File: src/rtl/gear_pkg.sv
// rtl/gear_pkg.sv - shared GeAr sizing functions and parameter legality check
package gear_pkg;

  function automatic int gear_len(input int r, input int p);
    return r + p;
  endfunction

  function automatic int gear_cnt(input int n, input int r, input int p);
    return (n - gear_len(r, p)) / r + 1;
  endfunction

  // Every sub-adder must land on whole R-bit result slices inside the word.
  function automatic bit gear_legal(input int n, input int r, input int p);
    if (r < 1 || p < 0) return 1'b0;
    if (gear_len(r, p) > n) return 1'b0;
    return ((n - gear_len(r, p)) % r) == 0;
  endfunction

endpackage

File: src/rtl/gear_subadder.sv
// rtl/gear_subadder.sv - L-bit ripple-carry adder used as one GeAr sub-adder
module gear_subadder #(
  parameter int L = 8
) (
  input  logic [L-1:0] a,
  input  logic [L-1:0] b,
  input  logic         cin,
  output logic [L-1:0] sum,
  output logic         cout
);

  logic c;

  always_comb begin
    c   = cin;
    sum = '0;
    for (int i = 0; i < L; i++) begin
      sum[i] = a[i] ^ b[i] ^ c;
      c      = (a[i] & b[i]) | (c & (a[i] ^ b[i]));
    end
    cout = c;
  end

endmodule

File: src/rtl/ge_ar.sv
// rtl/ge_ar.sv - registered GeAr approximate adder; GEAR_ERR_DETECT_EN adds ERR output
module ge_ar
  import gear_pkg::*;
#(
  parameter int N = 16,
  parameter int R = 2,
  parameter int P = 6
) (
  input  logic       clk,
  input  logic       rst,
  input  logic [N:1] A,
  input  logic [N:1] B,
  input  logic       CIN,
  output logic [N:1] SUM,
`ifdef GEAR_ERR_DETECT_EN
  output logic       ERR,
`endif
  output logic       COUT
);

  localparam int L = gear_len(R, P);
  localparam int K = gear_cnt(N, R, P);

  if (!gear_legal(N, R, P)) begin : g_illegal
    $fatal(1, "ge_ar: illegal N/R/P combination");
  end

  logic [N-1:0] a, b, sum_c;
  logic         cout_c;

  assign a = A;
  assign b = B;

  for (genvar i = 0; i < K; i++) begin : g_sub
    logic [L-1:0] s;
    logic         co;

    gear_subadder #(.L(L)) u_sub (
      .a   (a[i*R +: L]),
      .b   (b[i*R +: L]),
      .cin ((i == 0) ? CIN : 1'b0),
      .sum (s),
      .cout(co)
    );

    // Sub-adder 0 owns the whole low window; later ones contribute only their top R bits.
    if (i == 0) begin : g_first
      assign sum_c[L-1:0] = s;
    end else begin : g_rest
      assign sum_c[i*R+P +: R] = s[L-1 -: R];
      if (P > 0) begin : g_pred
        logic [P-1:0] unused_pred;
        assign unused_pred = s[P-1:0];
      end
    end

    if (i == K - 1) begin : g_last
      assign cout_c = co;
    end else begin : g_mid
      logic unused_co;
      assign unused_co = co;
    end
  end

`ifdef GEAR_ERR_DETECT_EN
  logic [N:0] exact;
  assign exact = {1'b0, a} + {1'b0, b} + {{N{1'b0}}, CIN};
`endif

  always_ff @(posedge clk) begin
    if (rst) begin
      SUM  <= '0;
      COUT <= 1'b0;
`ifdef GEAR_ERR_DETECT_EN
      ERR  <= 1'b0;
`endif
    end else begin
      SUM  <= sum_c;
      COUT <= cout_c;
`ifdef GEAR_ERR_DETECT_EN
      ERR  <= ({cout_c, sum_c} != exact);
`endif
    end
  end

endmodule

File: config.mk
export PLATFORM = sky130hd
export DESIGN_NAME = ge_ar
export DESIGN_NICKNAME = d
export VERILOG_FILES = /design/src/rtl/gear_pkg.sv /design/src/rtl/gear_subadder.sv /design/src/rtl/ge_ar.sv
export SDC_FILE = /design/constraint.sdc
export NUM_CORES = 1
export LEC_CHECK = 0
export CORE_ASPECT_RATIO = 1.4
export CORE_MARGIN = 2
export CORE_UTILIZATION = 39
export DETAILED_ROUTE_END_ITERATION = 10
export PLACE_DENSITY = 0.89
export SYNTH_ARGS = -nofsm -noshare
export SYNTH_HDL_FRONTEND = slang
export SYNTH_SLANG_ARGS = --single-unit
File: constraint.sdc
create_clock -name clk -period 3.55 [get_ports clk]
set_input_delay 0.355 -clock clk [delete_from_list [all_inputs] [get_ports clk]]
set_output_delay 0.355 -clock clk [all_outputs]
set_load 0.01 [all_outputs]
==> results.toml <==
[final_layout]
n_antenna_cell = 0
layout_common_cells = "clkdlybuf4s50_1, dfxtp_1, inv_1, fa_1, ha_1"
drive_above_1_share_pct = 3.40
final_nets = 207
area_delta_synth_final_pct = 57.2
final_common_cell = "clkdlybuf4s50_1"
final_area_um2 = 1580

[routing]
ant_nets = 0
avgRoutedWirePerCell_um = 11.7
drt_pass1_iterations = 5
viasPerCell = 4.63
drt-total-wl_um = 2120
vias = 838
drtIter0Drc = 10
drc = 0

[synthesis]
synth_cell_types = 22
synth-async-reset-ratio_pct = 0
syn_area_um2 = 1000
synth_fp_nets = 152
ys_ff_latch = 17
synth-main-ff-cell = "dfxtp_1"
synth-seq-area-share_pct = 33.9
ys_warn_count = 0
synth-edff-count = 0
avgSynthCellArea_um2 = 10.8
synth_cells = 93

[floorplanning]
die_h_um = 64.1
core_area_um2 = 2420
num_rows = 21
dieArea_um2 = 3000
initial_core_util_pct = 41.6
io_pins = 52
dieWidth_um = 46.9

[placement]
gp_congestion = 0.770
placed_area_um2 = 1550
preCtsSetupSlack_ns = -0.175
placement.io_buffers = 51
dpl.hpwl_um = 1900

[hold_path]
min_path_type = "in -> reg"

[critical_path]
cp_num_buf_inv = 4
crit_type = "in -> reg"
cp_common_cell = "fa_1"
cp-start-kind = "input port"
crit_path_cell_trace = "clkdlybuf4s50_1, fa_1, inv_1, fa_1, inv_1, fa_1, fa_1, fa_1, fa_1, inv_1, fa_1, nor2_1"
slowest_delay_ns = 0.44
cp_max_fo = 1
crit_arrival_ns = 3.62
cp-end-kind = "flip-flop"
crit_path_top_delay_cell = "clkdlybuf4s50_1"
critPathRequiredTime_ns = 3.76
cp_top_family = "adder cells"

[pwr]
power.density_nw_per_um2 = 329
peakVddDrop_uv = 121
leakage_uw = 0.000679

[timing]
tightest_slew_ns = 0.624
final.min_clock_period_ns = 3.41
tns_ns = 0
setup_ws_ns = 0.139
rsz0062_at_grt = "false"
drv_slew = 0
finalSetupViolations = 0
final-hold-violation-count = 0
max_freq_mhz = 293
post-route-period-util_pct = 96.1
slew_headroom_pct = 58.3

[cts]
cts_tree = "done"
cts_made_buffers = 3
path_clk_slew_ns = 0.09
cts_resized = 0
cts_setup_buffers = 0
ctsRootBufferMaster = "clkbuf_4"
cts_htree_levels = 1
clock-sinks = 17
clockBufferDepth = 2
cts-hold-fix-buffers = 0

[status]
status = "finished clean"

[grt]
grt_start_max_net_pins = 18
antenna_found_initial = 0
grt_pass1_wl_um = 3370
grt-ovfl-total = 0
grt_usage_pct = 15.1
grt_pass1_vias = 856

[flow_run]
max-cap-violations = 0
[layout make-up]
type                            count  area, um^2
Fill cell                         185         838
Multi-Input combinational cell     63         614
Timing Repair Buffer               51         510
Sequential cell                    17         340
Inverter                           12        45.0
Tap cell                           34        42.5
Clock buffer                        4        26.3
[registers in the layout, summed over array words and instances, names as in the netlist]
| register | flops |
|---|---|
| SUM | 16 |
| COUT | 1 |
[kinds of logic (layout without fill, tap and decap cells)]
logic type	after synthesis	count (layout)	share of synthesized area, %
buf+inv	13	67	4.98
xor+xnor	4	4	3.49
simple gates	25	25	12.1
fa+ha+maj	24	24	38.9
flops	17	17	33.9
compound gates	10	10	6.73
[per-layer routing]
metal	global-route usage, %	part of all wire [%]
met5	0	0
met4	6.25	2.4
met3	1.13	6.7
met2	29.3	56
met1	14.8	34
[synthesized netlist by cell type (2+ instances only)]
cell type,count,area share (%)
inv_1,12,4.5
nor2b_1,8,5.0
ha_1,12,15
nor2_1,11,4.1
a21oi_1,3,1.5
nand2_1,2,0.75
xor2_1,2,1.7
fa_1,12,24
dfxtp_1,17,34
xnor2_1,2,1.7
[worst paths after layout]
check,start,end,slack [ns],cells after the start
setup / recovery,A[1],SUM[7],0.14,12
hold / removal,B[16],SUM[16],0.78,4
[power by group]
part / leakage, uW / switching (uW) / total (uW) / internal [uW]
combinational: 0.000523 / 80.4 / 199 / 118
clock: 0.0000150 / 55.4 / 99.2 / 43.8
sequential: 0.000142 / 5.90 / 222 / 216
total: 0.000679 / 142 / 520 / 378
[per-stage QoR]
step / power [uW] / hold WS, ns / instances / util [%]
2_1_floorplan: 313 / 0.427 / 93 / -
3_3_place_gp: 417 / 1.06 / 177 / 64.2
3_5_place_dp: 429 / 1.09 / 177 / 64.2
4_1_cts: 526 / 0.788 / 181 / 65.3
5_1_grt: 554 / 0.822 / 181 / 65.3
6_report: 520 / 0.781 / 181 / 65.3
(Power assumes the default switching activity.)
